[src/rtl/mem_port_arbiter.sv]
// Arbitrates instruction-fetch and load/store requests onto one single-port memory,
// with byte-lane steering, right-justified load return and a req/ack timeout.
module mem_port_arbiter #(
    parameter int unsigned TIMEOUT = 16,
    parameter int unsigned AW      = 32
) (
    input  logic          clk,
    input  logic          reset,
    input  logic          if_req,
    input  logic [AW-1:0] if_addr,
    output logic          if_ack,
    output logic [31:0]   if_rdata,
    input  logic          d_req,
    input  logic          d_we,
    input  logic [1:0]    d_size,
    input  logic [AW-1:0] d_addr,
    input  logic [31:0]   d_wdata,
    output logic          d_ack,
    output logic [31:0]   d_rdata,
    output logic          err,
    output logic          stall,
    output logic          mem_req,
    output logic          mem_we,
    output logic [AW-1:0] mem_addr,
    output logic [3:0]    mem_be,
    output logic [31:0]   mem_wdata,
    input  logic [31:0]   mem_rdata,
    input  logic          mem_ack
);

    localparam logic [1:0] IDLE  = 2'd0;
    localparam logic [1:0] FETCH = 2'd1;
    localparam logic [1:0] DATA  = 2'd2;

    localparam int unsigned CW = (TIMEOUT > 1) ? $clog2(TIMEOUT + 1) : 1;
    localparam logic [CW-1:0] CNT_LAST = (TIMEOUT > 0) ? CW'(TIMEOUT - 1) : '0;

    logic [1:0]    state_q, state_d;
    logic          last_data_q, last_data_d;  // 1: data path held the most recent grant
    logic [1:0]    lane_q, lane_d;
    logic [1:0]    size_q, size_d;
    logic          we_q, we_d;
    logic [CW-1:0] cnt_q, cnt_d;

    logic          if_ack_q, if_ack_d, d_ack_q, d_ack_d, err_q, err_d;
    logic [31:0]   if_rdata_q, if_rdata_d, d_rdata_q, d_rdata_d;
    logic          mem_req_q, mem_req_d, mem_we_q, mem_we_d;
    logic [AW-1:0] mem_addr_q, mem_addr_d;
    logic [3:0]    mem_be_q, mem_be_d;
    logic [31:0]   mem_wdata_q, mem_wdata_d;

    logic        if_elig, d_elig, d_mis;
    logic [3:0]  d_be;
    logic [31:0] d_lanes, rd_shift, load_data;

    assign if_elig = if_req & ~if_ack_q;
    assign d_elig  = d_req & ~d_ack_q;
    assign d_mis   = (d_size == 2'b11) || (d_size == 2'b01 && d_addr[0]) ||
                     (d_size == 2'b10 && d_addr[1:0] != 2'b00);

    always_comb begin
        case (d_size)
            2'b00:   begin d_be = 4'b0001 << d_addr[1:0]; d_lanes = {4{d_wdata[7:0]}};  end
            2'b01:   begin d_be = 4'b0011 << d_addr[1:0]; d_lanes = {2{d_wdata[15:0]}}; end
            default: begin d_be = 4'b1111;                d_lanes = d_wdata;            end
        endcase
    end

    assign rd_shift = mem_rdata >> {lane_q, 3'b000};

    always_comb begin
        case (size_q)
            2'b00:   load_data = {24'b0, rd_shift[7:0]};
            2'b01:   load_data = {16'b0, rd_shift[15:0]};
            default: load_data = rd_shift;
        endcase
    end

    always_comb begin
        state_d     = state_q;
        last_data_d = last_data_q;
        lane_d      = lane_q;
        size_d      = size_q;
        we_d        = we_q;
        cnt_d       = cnt_q;
        if_ack_d    = 1'b0;
        d_ack_d     = 1'b0;
        err_d       = 1'b0;
        if_rdata_d  = if_rdata_q;
        d_rdata_d   = d_rdata_q;
        mem_req_d   = mem_req_q;
        mem_we_d    = mem_we_q;
        mem_addr_d  = mem_addr_q;
        mem_be_d    = mem_be_q;
        mem_wdata_d = mem_wdata_q;

        case (state_q)
            IDLE: begin
                if (d_elig && (!if_elig || !last_data_q)) begin
                    last_data_d = 1'b1;
                    lane_d      = d_addr[1:0];
                    size_d      = d_size;
                    we_d        = d_we;
                    if (d_mis) begin
                        d_ack_d   = 1'b1;
                        err_d     = 1'b1;
                        d_rdata_d = '0;
                    end else begin
                        state_d     = DATA;
                        cnt_d       = '0;
                        mem_req_d   = 1'b1;
                        mem_we_d    = d_we;
                        mem_addr_d  = {d_addr[AW-1:2], 2'b00};
                        mem_be_d    = d_be;
                        mem_wdata_d = d_lanes;
                    end
                end else if (if_elig) begin
                    last_data_d = 1'b0;
                    if (if_addr[1:0] != 2'b00) begin
                        if_ack_d   = 1'b1;
                        err_d      = 1'b1;
                        if_rdata_d = '0;
                    end else begin
                        state_d    = FETCH;
                        cnt_d      = '0;
                        mem_req_d  = 1'b1;
                        mem_we_d   = 1'b0;
                        mem_addr_d = {if_addr[AW-1:2], 2'b00};
                        mem_be_d   = 4'b1111;
                    end
                end
            end
            FETCH, DATA: begin
                if (mem_ack) begin
                    state_d   = IDLE;
                    cnt_d     = '0;
                    mem_req_d = 1'b0;
                    mem_we_d  = 1'b0;
                    if (state_q == FETCH) begin
                        if_ack_d   = 1'b1;
                        if_rdata_d = mem_rdata;
                    end else begin
                        d_ack_d   = 1'b1;
                        d_rdata_d = we_q ? 32'b0 : load_data;
                    end
                end else if (TIMEOUT != 0 && cnt_q == CNT_LAST) begin
                    state_d   = IDLE;
                    cnt_d     = '0;
                    mem_req_d = 1'b0;
                    mem_we_d  = 1'b0;
                    err_d     = 1'b1;
                    if (state_q == FETCH) begin
                        if_ack_d   = 1'b1;
                        if_rdata_d = '0;
                    end else begin
                        d_ack_d   = 1'b1;
                        d_rdata_d = '0;
                    end
                end else if (TIMEOUT != 0) begin
                    cnt_d = cnt_q + CW'(1);
                end
            end
            default: state_d = IDLE;
        endcase
    end

    always_ff @(posedge clk or negedge reset) begin
        if (!reset) begin
            state_q     <= IDLE;
            last_data_q <= 1'b0;
            lane_q      <= '0;
            size_q      <= '0;
            we_q        <= 1'b0;
            cnt_q       <= '0;
            if_ack_q    <= 1'b0;
            d_ack_q     <= 1'b0;
            err_q       <= 1'b0;
            if_rdata_q  <= '0;
            d_rdata_q   <= '0;
            mem_req_q   <= 1'b0;
            mem_we_q    <= 1'b0;
            mem_addr_q  <= '0;
            mem_be_q    <= '0;
            mem_wdata_q <= '0;
        end else begin
            state_q     <= state_d;
            last_data_q <= last_data_d;
            lane_q      <= lane_d;
            size_q      <= size_d;
            we_q        <= we_d;
            cnt_q       <= cnt_d;
            if_ack_q    <= if_ack_d;
            d_ack_q     <= d_ack_d;
            err_q       <= err_d;
            if_rdata_q  <= if_rdata_d;
            d_rdata_q   <= d_rdata_d;
            mem_req_q   <= mem_req_d;
            mem_we_q    <= mem_we_d;
            mem_addr_q  <= mem_addr_d;
            mem_be_q    <= mem_be_d;
            mem_wdata_q <= mem_wdata_d;
        end
    end

    assign if_ack    = if_ack_q;
    assign if_rdata  = if_rdata_q;
    assign d_ack     = d_ack_q;
    assign d_rdata   = d_rdata_q;
    assign err       = err_q;
    assign mem_req   = mem_req_q;
    assign mem_we    = mem_we_q;
    assign mem_addr  = mem_addr_q;
    assign mem_be    = mem_be_q;
    assign mem_wdata = mem_wdata_q;
    assign stall     = (if_req & ~if_ack_q) | (d_req & ~d_ack_q);

endmodule

[config.mk]
export PLATFORM = sky130hd
export DESIGN_NAME = mem_port_arbiter
export DESIGN_NICKNAME = d
export VERILOG_FILES = /design/src/rtl/mem_port_arbiter.sv
export SDC_FILE = /design/constraint.sdc
export NUM_CORES = 1
export LEC_CHECK = 0
export BUFFER_PORTS_ARGS = -buffer_cell sky130_fd_sc_hd__buf_4
export CORE_MARGIN = 1.5
export CORE_UTILIZATION = 30
export CTS_BUF_LIST = sky130_fd_sc_hd__clkbuf_8
export CTS_CLUSTER_DIAMETER = 60
export DETAILED_ROUTE_END_ITERATION = 7
export PLACE_DENSITY = 0.51
export SLEW_MARGIN = 20
export SYNTH_ARGS = -nofsm -noshare
export SYNTH_HDL_FRONTEND = slang
export SYNTH_SLANG_ARGS = --single-unit
[constraint.sdc]
create_clock -name clk -period 4.2 [get_ports clk]
set_input_delay 0 -clock clk [delete_from_list [all_inputs] [get_ports clk]]
set_output_delay 0 -clock clk [all_outputs]
set_load 0.02 [all_outputs]
Yosys cells after proc, flatten, opt, wreduce, memory -nomap -nowiden
Index checks and enable logic that the tools add are counted.

storage, ports and cells
  register bits = 150
  output and inout port bits = 138
  logic and storage cells = 143

cells by class
  add/sub/neg operators = 1
  eq/ne operators = 20
  shifts and indexed selects = 3
  multiplexer cells = 72
  bitwise logic cells = 6
  reduce and logical (&&, ||, !) cells = 25

operators by type and width
  cell                   count
  $mux W32               18
  $pmux W32 S2           4
  $shr A32 B5 Y32        1
  $mux W5                6
  $mux W1                26
  $ne A2 B2 Y1 const B   9
  $mux W4                4
  $mux W2                6
  $ne A3 B3 Y1 const B   4
  $reduce_and A4 Y1      3
  $pmux W1 S2            5
  $pmux W5 S2            1
  $reduce_and A5 Y1      2
  $pmux W4 S2            1
  $reduce_bool A2 Y1     4
  $eq A2 B1 Y1 const B   3
  $eq A2 B2 Y1 const B   3
  $logic_not A2 Y1       3
  $reduce_and A6 Y1      1
  $add A5 B1 Y5 const B  1
  $eq A5 B4 Y1 const B   1
  $pmux W2 S2            1
  $reduce_and A2 Y1      2
  $shl A1 B2 Y4 const A  1
  other kinds (9)        17

Logic depth before layout (Yosys ltp)
  depth after elaboration = 7
  mapped depth = 9

Worst setup path before layout
No wires, ideal clock.

  path type = register -> register
  from = reg state_q[0]
  to = reg d_rdata_q[24], in the netlist d_rdata[24]
  setup time = 79 ps
  arrival = 1926 ps
  required time = 4121 ps
  path slack = 2195 ps
  cell stages (with the launch flop) = 10
  period minus slack after synthesis = 2005 ps
  cell sequence = dfrtp_1 inv_1 ha_1 buf_2 nand3b_1 or3b_1 buf_2 nor2_4 nand2_1 mux2i_1

on the way
  cells in the longest elaborated chain, start to end = 4
  elaborated cells between the ends (all ways) = 11
  classes of those cells = eq/ne: 6; mux: 1; reduce/logical: 4

RTL lines
  what                                                  RTL line      text
  from (decl)                                           38            logic [1:0] state_q, state_d;
  from (signal assigned)                                186           state_q <= state_d;
  $eq A2 B1 Y1 / $eq A2 B2 Y1 (equally long branches)   97, 139, 152
  $reduce_or A2 Y1                                      97            case (state_q)
  $ne A3 B3 Y1 (no line), or another cell as far along  n/a
  $reduce_and A5 Y1 (no line)                           n/a
  to (signal assigned)                                  196           d_rdata_q <= d_rdata_d;
  to (decl)                                             46            logic [31:0] if_rdata_q, if_rdata_d, d_rdata_q, d_rdata_d;

Several ways; a longest one is shown, not always the timed one.
A chain may end at the register's enable or synchronous reset.

Worst setup path after layout
  from = reg state_q[0]
  to = reg mem_addr_q[11], in the netlist mem_addr[11]

on the way
  cells in the longest elaborated chain, start to end = 2

RTL lines
  what                         RTL line  text
  $logic_not A2 Y1             97
  $reduce_and A4 Y1 (no line)  n/a
  to (signal assigned)         199       mem_addr_q <= mem_addr_d;
  to (decl)                    48        logic [AW-1:0] mem_addr_q, mem_addr_d;

No other way between the ends.

==> summary by stage <==
Timing
The number of pins with negative max-slew slack in the final report was 0. The final cycle utilization of the critical path is 62.8%. Subtracting the final worst setup slack from the clock period gives 2.64 ns. The final setup violation count is 0. Summed over all failing endpoints, the final setup total negative slack is 0 ns. Setup repair after global routing left no endpoint under its margin. The number of hold violations in the final report is 0.

On the final layout, the worst hold slack is 0.0427 ns. For the pin with the worst max-slew slack, the measured transition is 1.03 ns. Across the routed clock network, the largest skew measured is 0.0189 ns. Measured against its own limit, the worst slew margin works out to 31.4%. Once routing completed, OpenROAD measured the worst setup slack at 1.56 ns. Static timing analysis puts the maximum clock frequency at 379 MHz.

Synthesis
The most numerous cell in the Yosys netlist is dfrtp_1. The portion of netlist area occupied by mux cells is 14.0%. The area fraction in and, or, nand and nor cells after synthesis is 12.9%. The mean instance size in the synthesized netlist is 10.5 µm². The total of warnings raised by yosys is 0. For this run, asynchronously set or reset flops after synthesis account for 100%. The post-synth design cell area is 7030 µm². The fraction of the mapped netlist area in compound gates is 15.1%. Synthesis inferred 148 register bits. Summing the areas of all fa, ha and maj instances in the mapped netlist gives 0.890% of the synthesized area. The number of enable-type register cells in the synthesized netlist is 0.

The share of synthesized area in the top cell type comes to 52.7%. Sorting the synthesized cells by area gives the leading types as dfrtp_1 53%, mux2i_1 6.8%, nand2_1 5.4%. The flip-flop cell with the highest count after synthesis is dfrtp_1. Counting every instance in the synthesized netlist gives 667. The commonest cells after synthesis are 148 x dfrtp_1, 101 x nand2_1, 74 x nor2_1. Summing the areas of all xor and xnor instances in the mapped netlist gives 0% of the synthesized area.

The post-synthesis sequential area ratio is 52.7%. The number of distinct library cells after synthesis is 49. dfrtp_1 takes more of the synthesized area than any other cell.

By area, the combinational part of the netlist is dominated by compound AO/OA/AOI/OAI gates.

Place
The wire-length estimate of the detail-placed layout is 15700 µm. The placed cell area is 9290 µm². The count of buffers added on input and output ports is 271. At the end of routability-driven placement, the weighted congestion stood at 0.795. The count of placed standard cells including taps is 1215. The post-place setup slack is 1.64 ns.

Power and ir drop
Of the total power, the share spent switching nets is 41.0%. Dividing total power by cell area gives a power density of 676 nW/µm². Of the total power, combinational logic draws 51.5%. The share of total power dissipated in sequential elements is 32.3%. The clock network accounts for 16.2% of the total power. The internal power contribution is 4.41 mW. Summed over all cells, the static leakage comes to 5.39 nW.

Summed over all nets, the switching power comes to 3.06 mW. Across the VDD grid, the largest voltage drop is 0.000258 V. The overall power after layout is 7.47 mW.

Finish
The core occupancy in the finished layout is 48.4%. Of the cells placed in the final design, the portion with a size suffix greater than 1 is 33.2%. The total inserted antenna cells is 0. After filler insertion, the fill cell instance count of the layout stands at 2190. The post-layout instance area is 11100 µm². The layout-stage area growth over the synthesis result is 57.4%. For this run, the number of standard cells in the final layout without fillers is 1381. The net count of the finished layout is 1197.

Job
The max-cap check violation count is 0.

CTS
The number of buffers inserted during clock tree synthesis is 17. The H-tree generated during clock tree synthesis spans 4 levels. After clock tree synthesis, the clock-pin slew on the worst setup and hold paths is 0.08 ns.

TritonCTS built the clock tree. The cell at the root of the clock tree is clkbuf_8. The number of buffers on the longest clock path is 2. Clock tree synthesis found a total of 148 sinks. After clock tree synthesis, the setup repair step added 0 buffers. The post-cts gate resize count is 0. The worst-skew pair later-pin latency is 0.45 ns.

Critical path
For this run, the slowest stage of the critical path takes 0.57 ns. The signal on the critical path passes through inv_1 > ha_1 > o21ai_1 > nor3_4 > buf_4 > nor2_1 > a31oi_1 > dlygate4sd3_1. The path length in cells of the critical path is 8.

The largest individual stage delay along the critical path comes from the cell dlygate4sd3_1. The top fanout value on the critical path is 38. The arrival time at the worst endpoint is 3.01 ns.

STA classifies the critical path startpoint as a flop. The worst register-to-register path has a depth of 8. The family of cells with the greatest summed delay on the critical path is buffers and inverters. The required time at the worst-slack endpoint is 4.57 ns. The category of the critical setup timing path is reg -> reg. The internal reg-to-reg setup slack is 1.56 ns. The count of buffering cells on the critical path with inverters included is 3. STA classifies the critical path endpoint as a flop.

Hold path
Counting instances, the worst hold path has a depth of 2. The worst hold path belongs to the class in -> reg.

Floorplanning
In this run the count of I/O pins placed on the die edge is 274. The core region is 22800 µm². The starting utilization of the core area is 30.8%.

The die extent in x is 156 µm. The vertical die dimension is 156 µm. The row count is 55. The die covers 24400 µm².

Drt
After detailed routing, the number of remaining DRC violations is 0. Summed over all layers, the routed wires come to 23500 µm. The post-detailed-route count of antenna-violating nets is 0.

The via total after detailed routing is 6404. The initial detailed-routing violation count is 323. The routed wirelength normalized by instance count is 17.0 µm. The number of iterations in the first detailed-routing pass is 4. After detailed routing, the number of vias per cell comes to 4.64.

Global routing
Global routing consumed, over all layers together, 19.1% of the routing resources. The number of global-route vias before repair is 6579. Entering global routing, the biggest net connects 60 pins. The total congestion overflow is 0. The first global-routing pass estimated 36200 µm of wire. The initial antenna violation count came to 0.

Run status
The run finished with clean final reports.
==> metal layers <==
metal / vias up / share of wire [%] / global-route usage [%]
li1: 3104 / - / -
met5: - / 0 / 0
met1: 3105 / 45 / 24.7
met3: 25 / 4.5 / 4.28
met2: 170 / 48 / 31.8
met4: 0 / 1.8 / 5.99
==> final cells by class <==
| class | instances | area (µm²) | share of cell area (%) |
|---|---|---|---|
| clock buffer | 18 | 248 | 2.24 |
| clock inverter | 13 | 173 | 1.56 |
| inverter | 14 | 52.6 | 0.475 |
| multi-input combinational | 460 | 3040 | 27.4 |
| sequential | 148 | 3700 | 33.5 |
| tap | 313 | 392 | 3.54 |
| timing repair buffer | 415 | 3460 | 31.3 |
==> power groups by stage <==
stage,Combinational (mW),Clock (mW),Sequential [mW]
floorplan,1.50,0,3.00
global placement,3.50,0,2.42
detailed placement,3.51,0,2.43
CTS,3.87,1.26,2.41
global route,4.14,1.31,2.49
finish,3.85,1.21,2.41
==> layout by cell type, fill, tap and decap left out, types with 3 or more instances in the layout <==
cell type,n
ha_1,5
dlygate4sd3_1,135
bufinv_16,3
nand2_1,101
inv_1,14
o21ai_1,8
a22o_1,33
o21ai_0,27
a32o_1,3
mux2i_1,48
nand2b_1,6
dfrtp_1,148
a211oi_1,16
mux2_4,24
inv_6,4
a31oi_1,33
buf_4,279
nor2_1,74
clkbuf_8,18
nand3_1,5
mux2_2,11
nor2b_1,11
a21oi_1,21
clkinvlp_4,4
==> what timing repair did <==
action | in CTS | in global routing
setup endpoints to repair | 0 | 0
endpoints found under the hold margin | 179 | 0
hold buffers | 135 | 0
==> logic make-up (layout without fill, tap and decap cells) <==
kind of cell	count (synthesis)	in the layout
AO/OA/AOI/OAI	157	157
adder cells (fa/ha/maj)	5	5
buffers and inverters	60	460
flip-flops	148	148
multiplexers	85	85
other	1	2
AND/OR/NAND/NOR	211	211
==> flip-flops by register name (all words and copies together), names as in the netlist <==
register,count
mem_addr,30
we_q,1
size_q,2
mem_req,1
state_q,2
last_data_q,1
lane_q,2
err,1
mem_we,1
if_ack,1
d_ack,1
if_rdata,32
mem_be,4
cnt_q,5
mem_wdata,32
d_rdata,32
==> worst paths after layout <==
path / from / endpoint
max in group asynchronous: reset / mem_we
setup reg to reg: state_q[0] / mem_addr[11]
hold / removal: d_size[0] / size_q[0]
setup / recovery: state_q[0] / mem_addr[11]
min in group asynchronous: reset / if_rdata[29]
hold reg to reg: we_q / we_q
==> worst reg2reg max path: cells and delay by family (launching register included) <==
family | cells | cell delay [ns]
AO/OA/AOI/OAI | 2 | 0.39
adder cells (fa/ha/maj) | 1 | 0.29
buffers and inverters | 3 | 1.07
flip-flops | 1 | 0.42
AND/OR/NAND/NOR | 2 | 0.41
(Power assumes the default switching activity.)
